===== src/rtl/sram_axi_bridge.sv =====
// -----------------------------------------------------------------------------
// sram_axi_bridge
//
// Purpose:
//   Converts the core's two SRAM-like ports (instruction and data; each with
//   req / addr_ok / data_ok handshakes) into a single AXI3 master.
//   - AR channel: one arbiter, data reads win over instruction reads.
//     At most one read per ID may be outstanding.
//   - W channel: single-beat write engine, at most one write in flight.
//   - R channel: the beat is routed to the port that owns its RID.
//     The RID is also exported to the core on axi_arid.
//   - Read-after-write protection.
//     By default, every read is held off while a write is in flight.
//     With BRIDGE_RAW_ADDR_CHECK_EN defined, only a read to the same
//     word as the pending write is held off.
//
// Configuration macro:
//   BRIDGE_RAW_ADDR_CHECK_EN  address-qualified read-after-write blocking
//
// Ports:
//   clk, resetn                         clock, asynchronous active-low reset
//   inst_sram_*                         instruction SRAM-like port (read only)
//   data_sram_*                         data SRAM-like port (read / write)
//   axi_arid                            RID of the current R beat (to core)
//   ar*/r*/aw*/w*/b*                    AXI3 master channels
// -----------------------------------------------------------------------------
module sram_axi_bridge #(
  parameter logic [3:0] INST_ARID = 4'd0,
  parameter logic [3:0] DATA_ARID = 4'd1,
  parameter logic [3:0] WR_ID     = 4'd1
) (
  input  logic        clk,
  input  logic        resetn,
  // instruction port
  input  logic        inst_sram_req,
  input  logic        inst_sram_wr,
  input  logic [1:0]  inst_sram_size,
  input  logic [3:0]  inst_sram_wstrb,
  input  logic [31:0] inst_sram_addr,
  input  logic [31:0] inst_sram_wdata,
  output logic        inst_sram_addr_ok,
  output logic        inst_sram_data_ok,
  output logic [31:0] inst_sram_rdata,
  // data port
  input  logic        data_sram_req,
  input  logic        data_sram_wr,
  input  logic [1:0]  data_sram_size,
  input  logic [3:0]  data_sram_wstrb,
  input  logic [31:0] data_sram_addr,
  input  logic [31:0] data_sram_wdata,
  output logic        data_sram_addr_ok,
  output logic        data_sram_data_ok,
  output logic [31:0] data_sram_rdata,
  output logic [3:0]  axi_arid,
  // AR
  output logic [3:0]  arid,
  output logic [31:0] araddr,
  output logic [3:0]  arlen,
  output logic [2:0]  arsize,
  output logic [1:0]  arburst,
  output logic [1:0]  arlock,
  output logic [3:0]  arcache,
  output logic [2:0]  arprot,
  output logic        arvalid,
  input  logic        arready,
  // R
  input  logic [3:0]  rid,
  input  logic [31:0] rdata,
  input  logic [1:0]  rresp,
  input  logic        rlast,
  input  logic        rvalid,
  output logic        rready,
  // AW
  output logic [3:0]  awid,
  output logic [31:0] awaddr,
  output logic [3:0]  awlen,
  output logic [2:0]  awsize,
  output logic [1:0]  awburst,
  output logic [1:0]  awlock,
  output logic [3:0]  awcache,
  output logic [2:0]  awprot,
  output logic        awvalid,
  input  logic        awready,
  // W
  output logic [3:0]  wid,
  output logic [31:0] wdata,
  output logic [3:0]  wstrb,
  output logic        wlast,
  output logic        wvalid,
  input  logic        wready,
  // B
  input  logic [3:0]  bid,
  input  logic [1:0]  bresp,
  input  logic        bvalid,
  output logic        bready
);

  typedef enum logic {AR_IDLE, AR_SEND} ar_state_e;
  typedef enum logic [1:0] {W_IDLE, W_SEND, W_RESP} w_state_e;

  // ---------------------------------------------------------------------------
  // State
  // ---------------------------------------------------------------------------
  ar_state_e   ar_state_q, ar_state_d;
  logic [3:0]  ar_id_q, ar_id_d;
  logic [31:0] ar_addr_q, ar_addr_d;
  logic [1:0]  ar_size_q, ar_size_d;
  logic        arvalid_q, arvalid_d;

  w_state_e    w_state_q, w_state_d;
  logic [31:0] aw_addr_q, aw_addr_d;
  logic [1:0]  aw_size_q, aw_size_d;
  logic [3:0]  w_strb_q, w_strb_d;
  logic [31:0] w_data_q, w_data_d;
  logic        awvalid_q, awvalid_d;
  logic        wvalid_q, wvalid_d;

  logic        inst_busy_q, inst_busy_d;
  logic        data_busy_q, data_busy_d;
  logic        rready_q, rready_d;
  logic        bready_q, bready_d;

  // ---------------------------------------------------------------------------
  // Request decode and arbitration
  // ---------------------------------------------------------------------------
  logic inst_rd_req, data_rd_req, data_wr_req;
  logic w_pending, inst_raw, data_raw;
  logic data_rd_grant, inst_rd_grant, wr_accept;
  logic ar_data_sending, ar_hs;
  logic r_hit_inst, r_hit_data, b_hit;

  always_comb begin
    // An instruction "write" is not a legal request; it is simply ignored.
    inst_rd_req = inst_sram_req & ~inst_sram_wr;
    data_rd_req = data_sram_req & ~data_sram_wr;
    data_wr_req = data_sram_req &  data_sram_wr;

    w_pending = (w_state_q != W_IDLE);
`ifdef BRIDGE_RAW_ADDR_CHECK_EN
    inst_raw = w_pending & (inst_sram_addr[31:2] == aw_addr_q[31:2]);
    data_raw = w_pending & (data_sram_addr[31:2] == aw_addr_q[31:2]);
`else
    inst_raw = w_pending;
    data_raw = w_pending;
`endif

    data_rd_grant = (ar_state_q == AR_IDLE) & data_rd_req & ~data_busy_q & ~data_raw;
    inst_rd_grant = (ar_state_q == AR_IDLE) & inst_rd_req & ~inst_busy_q & ~inst_raw
                    & ~data_rd_grant;

    // A write must not overtake a data read that is still in the pipe, and
    // a read granted in the same cycle goes first.
    ar_data_sending = (ar_state_q == AR_SEND) & (ar_id_q == DATA_ARID);
    wr_accept = (w_state_q == W_IDLE) & data_wr_req & ~data_busy_q & ~ar_data_sending
                & ~inst_rd_grant;

    ar_hs = arvalid_q & arready;

    // Beats are only delivered for reads this bridge actually has in flight,
    // so stale responses after a reset cannot produce a data_ok.
    r_hit_inst = rvalid & rready_q & (rid == INST_ARID) & inst_busy_q;
    r_hit_data = rvalid & rready_q & (rid == DATA_ARID) & data_busy_q;
    b_hit      = bvalid & bready_q & (w_state_q == W_RESP);
  end

  // ---------------------------------------------------------------------------
  // Next-state logic
  // ---------------------------------------------------------------------------
  always_comb begin
    ar_state_d  = ar_state_q;
    ar_id_d     = ar_id_q;
    ar_addr_d   = ar_addr_q;
    ar_size_d   = ar_size_q;
    arvalid_d   = arvalid_q;
    w_state_d   = w_state_q;
    aw_addr_d   = aw_addr_q;
    aw_size_d   = aw_size_q;
    w_strb_d    = w_strb_q;
    w_data_d    = w_data_q;
    awvalid_d   = awvalid_q;
    wvalid_d    = wvalid_q;
    inst_busy_d = inst_busy_q;
    data_busy_d = data_busy_q;
    rready_d    = 1'b1;
    bready_d    = 1'b1;

    // AR engine
    case (ar_state_q)
      AR_IDLE: begin
        if (data_rd_grant) begin
          ar_id_d    = DATA_ARID;
          ar_addr_d  = data_sram_addr;
          ar_size_d  = data_sram_size;
          arvalid_d  = 1'b1;
          ar_state_d = AR_SEND;
        end else if (inst_rd_grant) begin
          ar_id_d    = INST_ARID;
          ar_addr_d  = inst_sram_addr;
          ar_size_d  = inst_sram_size;
          arvalid_d  = 1'b1;
          ar_state_d = AR_SEND;
        end
      end
      AR_SEND: begin
        if (arready) begin
          arvalid_d  = 1'b0;
          ar_state_d = AR_IDLE;
        end
      end
      default: begin
        arvalid_d  = 1'b0;
        ar_state_d = AR_IDLE;
      end
    endcase

    // Outstanding-read tracking: clear on the returning beat, set on AR
    // handshake. The same ID cannot do both in one cycle.
    if (r_hit_inst) inst_busy_d = 1'b0;
    if (r_hit_data) data_busy_d = 1'b0;
    if (ar_hs && (ar_id_q == INST_ARID)) inst_busy_d = 1'b1;
    if (ar_hs && (ar_id_q == DATA_ARID)) data_busy_d = 1'b1;

    // Write engine
    case (w_state_q)
      W_IDLE: begin
        if (wr_accept) begin
          aw_addr_d = data_sram_addr;
          aw_size_d = data_sram_size;
          w_strb_d  = data_sram_wstrb;
          w_data_d  = data_sram_wdata;
          awvalid_d = 1'b1;
          wvalid_d  = 1'b1;
          w_state_d = W_SEND;
        end
      end
      W_SEND: begin
        // AW and W complete independently; wait for both.
        awvalid_d = awvalid_q & ~awready;
        wvalid_d  = wvalid_q & ~wready;
        if (!awvalid_d && !wvalid_d) w_state_d = W_RESP;
      end
      W_RESP: begin
        if (b_hit) w_state_d = W_IDLE;
      end
      default: begin
        awvalid_d = 1'b0;
        wvalid_d  = 1'b0;
        w_state_d = W_IDLE;
      end
    endcase
  end

  // ---------------------------------------------------------------------------
  // Registers
  // ---------------------------------------------------------------------------
  always_ff @(posedge clk or negedge resetn) begin
    if (!resetn) begin
      ar_state_q  <= AR_IDLE;
      ar_id_q     <= 4'd0;
      ar_addr_q   <= 32'd0;
      ar_size_q   <= 2'd0;
      arvalid_q   <= 1'b0;
      w_state_q   <= W_IDLE;
      aw_addr_q   <= 32'd0;
      aw_size_q   <= 2'd0;
      w_strb_q    <= 4'd0;
      w_data_q    <= 32'd0;
      awvalid_q   <= 1'b0;
      wvalid_q    <= 1'b0;
      inst_busy_q <= 1'b0;
      data_busy_q <= 1'b0;
      rready_q    <= 1'b0;
      bready_q    <= 1'b0;
    end else begin
      ar_state_q  <= ar_state_d;
      ar_id_q     <= ar_id_d;
      ar_addr_q   <= ar_addr_d;
      ar_size_q   <= ar_size_d;
      arvalid_q   <= arvalid_d;
      w_state_q   <= w_state_d;
      aw_addr_q   <= aw_addr_d;
      aw_size_q   <= aw_size_d;
      w_strb_q    <= w_strb_d;
      w_data_q    <= w_data_d;
      awvalid_q   <= awvalid_d;
      wvalid_q    <= wvalid_d;
      inst_busy_q <= inst_busy_d;
      data_busy_q <= data_busy_d;
      rready_q    <= rready_d;
      bready_q    <= bready_d;
    end
  end

  // ---------------------------------------------------------------------------
  // Outputs
  // ---------------------------------------------------------------------------
  assign inst_sram_addr_ok = inst_rd_grant;
  assign data_sram_addr_ok = data_rd_grant | wr_accept;
  assign inst_sram_data_ok = r_hit_inst;
  assign data_sram_data_ok = r_hit_data | b_hit;
  assign inst_sram_rdata   = rdata;
  assign data_sram_rdata   = rdata;
  assign axi_arid          = rid;

  assign arid    = ar_id_q;
  assign araddr  = ar_addr_q;
  assign arlen   = 4'd0;
  assign arsize  = {1'b0, ar_size_q};
  assign arburst = 2'b01;
  assign arlock  = 2'b00;
  assign arcache = 4'd0;
  assign arprot  = 3'd0;
  assign arvalid = arvalid_q;
  assign rready  = rready_q;

  assign awid    = WR_ID;
  assign awaddr  = aw_addr_q;
  assign awlen   = 4'd0;
  assign awsize  = {1'b0, aw_size_q};
  assign awburst = 2'b01;
  assign awlock  = 2'b00;
  assign awcache = 4'd0;
  assign awprot  = 3'd0;
  assign awvalid = awvalid_q;

  assign wid     = WR_ID;
  assign wdata   = w_data_q;
  assign wstrb   = w_strb_q;
  assign wlast   = 1'b1;
  assign wvalid  = wvalid_q;
  assign bready  = bready_q;

  // Inputs with no function in this bridge (single-beat, responses ignored).
  logic unused_inputs;
  assign unused_inputs = ^{inst_sram_wstrb, inst_sram_wdata, rresp, rlast, bid, bresp};

endmodule


===== config.mk =====
export PLATFORM = sky130hd
export DESIGN_NAME = sram_axi_bridge
export DESIGN_NICKNAME = d
export VERILOG_FILES = /design/src/rtl/sram_axi_bridge.sv
export SDC_FILE = /design/constraint.sdc
export NUM_CORES = 1
export LEC_CHECK = 0
export ABC_CLOCK_PERIOD_IN_PS = 3170
export BUFFER_PORTS_ARGS = -buffer_cell sky130_fd_sc_hd__buf_2
export CAP_MARGIN = 20
export CORE_AREA = 2 2 165 167
export CTS_BUF_LIST = sky130_fd_sc_hd__clkbuf_16
export CTS_CLUSTER_SIZE = 28
export DETAILED_ROUTE_END_ITERATION = 10
export DIE_AREA = 0 0 167 169
export PLACE_DENSITY_LB_ADDON = 0.25
export SYNTH_ARGS = -nofsm -noshare
export SYNTH_HDL_FRONTEND = slang
export SYNTH_SLANG_ARGS = --single-unit

===== constraint.sdc =====
create_clock -name clk -period 3.17 [get_ports clk]
set_input_delay 0.4755 -clock clk [delete_from_list [all_inputs] [get_ports clk]]
set_output_delay 0.4755 -clock clk [all_outputs]
set_load 0.05 [all_outputs]

==> metrics.log <==
INFO  metric total_leakage_power = 3.72 nW
INFO  metric critPathTopFamily = simple AND/OR/NAND/NOR gates
INFO  metric synth_top_family_by_area = buffers and inverters
INFO  metric cts_buffer_depth = 2
INFO  metric rr_worst_depth = 4
INFO  metric unrepaired_setup_endpoints_after_global_routing = false
INFO  metric outcome = complete, no violations
INFO  metric critical_path_class = flop to primary output
INFO  metric synthMuxAreaShare = 16.9%
INFO  metric critical_path_buf_inv_count = 2
INFO  metric crit_path_end_kind = primary output
INFO  metric grt_remaining_overflow = 0
INFO  metric first_global_vias = 4,380
INFO  metric floorplan.core_area = 26,500 µm²
INFO  metric cp_cell_sequence = or4b_2 -> buf_6 -> or2_2 -> nand2_1 -> buf_2
INFO  metric grt_first_pass_wirelength = 27.2 mm
INFO  metric timing.critical_path.from = w_state_q[1]
INFO  metric number_of_buffers_added_by_the_clock_tree_synthesis_step = 17
INFO  metric layout_commonest_cell = sky130_fd_sc_hd__buf_2
INFO  metric drc_violations_left = 0
INFO  metric utilization = 27.9%
INFO  metric top_level_ports = 422
INFO  metric synth-warning-count = 0
INFO  metric worst_r2r_endpoint = wdata[3]
INFO  metric drive_gt1_share = 51.7%
INFO  metric postRouteWirelength = 18.4 mm
INFO  metric worstPathArrival = 2.58 ns
INFO  metric post_synth_inst_count = 517
INFO  metric overall_die_width = 167 µm
INFO  metric die_height = 169 µm
INFO  metric initial_core_utilization = 22.2%
INFO  metric worst_skew_pair.late_latency = 0.42 ns
INFO  metric timing.final.crit_period = 3.05 ns
INFO  metric cts_resized = 0
INFO  metric grt_max_degree = 65
INFO  metric routabilityCongestion = 0.689
INFO  metric postCtsHoldBufs = 0
INFO  metric setup_viol = 0
INFO  metric power_density_cells = 1280 nW/µm²
INFO  metric post_drt_via_cell_ratio = 4.21
INFO  metric timing.critical_path.slowest_stage_cell = sky130_fd_sc_hd__or4b_2
INFO  metric crit-reg2reg-launch = w_state_q[1]
INFO  metric final-hold-violation-count = 0
INFO  metric detail_route.wl_per_cell = 17.8 µm
INFO  metric fin_worst_skew = 0.0166 ns
INFO  metric cts_root_buffer = sky130_fd_sc_hd__clkbuf_16
INFO  metric cts_tree = yes
INFO  metric grt_util_all_layers = 12.8%
INFO  metric fmax = 328 MHz
INFO  metric timing.reg2reg.setup_slack = 0.57 ns
INFO  metric synth_compound_area_share = 8.01%
INFO  metric post-layout-total-power = 9.47 mW
INFO  metric synth-simple-area-share = 8.39%
INFO  metric grt_antenna_before_repair = 2
INFO  metric critical_path.max_fanout = 35
INFO  metric worst_hold_path_type = primary input to asynchronous set/reset pin
INFO  metric synthesis.area_per_instance = 11.4 µm²
INFO  metric layout.cells.most_common_list = 235 x sky130_fd_sc_hd__buf_2, 114 x sky130_fd_sc_hd__dfrtp_1, 56 x sky130_fd_sc_hd__mux2_4
INFO  metric worst-slew-pin-transition = 0.932 ns
INFO  metric timing.critical_path.required = 2.69 ns
INFO  metric dr_vias = 4,342
INFO  metric finish.net_count = 874
INFO  metric place.port_buffers = 236
INFO  metric h-tree-depth = 4
INFO  metric violation_count_after_the_first_detailed_routing_iteration = 159
INFO  metric yosys.area_share.xor_xnor = 0%
INFO  metric peakVddDrop = 0.593 mV
INFO  metric final-max-slew-violation-count = 0
INFO  metric cts_setup_buffers = 0
INFO  metric netlist_area = 5890 µm²
INFO  metric timing.final.crit_share = 96.3%
INFO  metric fp-row-count = 60
INFO  metric ant_nets = 0
INFO  metric floorplan.die_area = 28,200 µm²
INFO  metric synth_seq_area_share = 48.4%
INFO  metric final.setup.tns = 0 ns
INFO  metric clock-sinks = 114
INFO  metric drv_cap = 0
INFO  metric worst_path_largest_cell_delay = 0.73 ns
INFO  metric dpl.hpwl = 12.7 mm
INFO  metric clkSlewWorstSetupHoldPaths = 0.06 ns
INFO  metric ys_ff_latch = 114
INFO  metric detailedRoute.firstPassIterationCount = 4
INFO  metric yosys.cell_types.count = 32
INFO  metric crit_path_start_kind = flop
INFO  metric area.growth.synth_to_final = 25.7%
INFO  metric worst_slew_margin_rel = 37.8%
INFO  metric synthAdderAreaFrac = 0%
worst max path at each step:
stage                                   end  slack [ns]  cells after the start
after global placement    data_sram_addr_ok        0.48                      5
final                     data_sram_addr_ok        0.12                      5
after detailed placement  data_sram_addr_ok        0.48                      5
after floorplan           inst_sram_data_ok        0.37                      2
after CTS                 data_sram_addr_ok       0.009                      5
after global routing      data_sram_addr_ok        0.02                      5
state kept, by name, summed over array words and instances, names as in the netlist, 2 cells and up:
register	cells
araddr	32
ar_size_q	2
w_state_q	2
wstrb	4
awaddr	32
wdata	32
aw_size_q	2
final cells by class:
| class | count | area, µm² |
|---|---|---|
| multi-input cells | 290 | 2150 |
| well taps | 341 | 427 |
| flip-flops and latches | 114 | 2850 |
| clock buffers | 17 | 425 |
| repair buffers | 248 | 1290 |
| diodes | 1 | 2.50 |
| clock inverters | 14 | 228 |
| fillers | 2804 | 19100 |
| inverters | 7 | 26.3 |
per-layer routing:
layer	GRT usage (%)	vias up	wire length, µm
met5	0	-	0
met3	3.58	59	1280
met2	21.7	197	9060
met4	6.71	0	626
li1	-	1970	-
met1	14.9	2116	7400
cells by family after synthesis:
kind of cell | Yosys count
buffers and inverters | 156
multiplexers | 70
AND/OR/NAND/NOR | 94
other | 2
flip-flops | 114
AO/OA/AOI/OAI | 81
report_power, final:
part	leakage [nW]	switching (mW)	internal, mW	total (mW)
Clock	0.314	0.761	1.40	2.17
Sequential	1.37	0.377	2.15	2.53
Combinational	2.04	3.51	1.26	4.77
metrics by stage:
step	hold slack, ns	instance area (µm²)	cells	setup WS (ns)
global route	0.137	7400	1032	0.0162
detailed placement	0.487	6740	1000	0.476
finish	0.0892	7400	1032	0.117
floorplan	0.180	6050	560	0.366
global placement	0.485	6740	1000	0.481
CTS	0.120	7400	1031	0.00852
synthesized netlist by cell type:
cell | count | area share [%]
sky130_fd_sc_hd__a2111o_1 | 1 | 0.19
sky130_fd_sc_hd__a21oi_1 | 1 | 0.085
sky130_fd_sc_hd__a22o_1 | 1 | 0.15
sky130_fd_sc_hd__a22oi_1 | 1 | 0.13
sky130_fd_sc_hd__a31oi_1 | 35 | 3.7
sky130_fd_sc_hd__a32o_1 | 1 | 0.17
sky130_fd_sc_hd__a32oi_1 | 1 | 0.15
sky130_fd_sc_hd__and2_1 | 1 | 0.11
sky130_fd_sc_hd__buf_2 | 3 | 0.25
sky130_fd_sc_hd__buf_4 | 113 | 14
sky130_fd_sc_hd__buf_6 | 7 | 1.3
sky130_fd_sc_hd__clkbuf_1 | 26 | 1.7
sky130_fd_sc_hd__conb_1 | 2 | 0.13
sky130_fd_sc_hd__dfrtp_1 | 114 | 48
sky130_fd_sc_hd__inv_1 | 7 | 0.45
sky130_fd_sc_hd__mux2_2 | 14 | 2.7
sky130_fd_sc_hd__mux2_4 | 56 | 14
sky130_fd_sc_hd__nand2_1 | 9 | 0.57
sky130_fd_sc_hd__nand2b_1 | 2 | 0.21
sky130_fd_sc_hd__nand3_1 | 35 | 3.0
sky130_fd_sc_hd__nand4b_1 | 1 | 0.15
sky130_fd_sc_hd__nor2_1 | 1 | 0.064
sky130_fd_sc_hd__nor2b_1 | 1 | 0.11
sky130_fd_sc_hd__nor3_1 | 35 | 3.0
sky130_fd_sc_hd__nor4_1 | 1 | 0.11
sky130_fd_sc_hd__nor4b_2 | 1 | 0.25
sky130_fd_sc_hd__o21ai_0 | 39 | 3.3
sky130_fd_sc_hd__o22ai_1 | 1 | 0.11
sky130_fd_sc_hd__or2_2 | 3 | 0.32
sky130_fd_sc_hd__or3_1 | 2 | 0.21
sky130_fd_sc_hd__or4b_1 | 1 | 0.17
sky130_fd_sc_hd__or4b_2 | 1 | 0.17
Power figures use the tool's default switching activity.
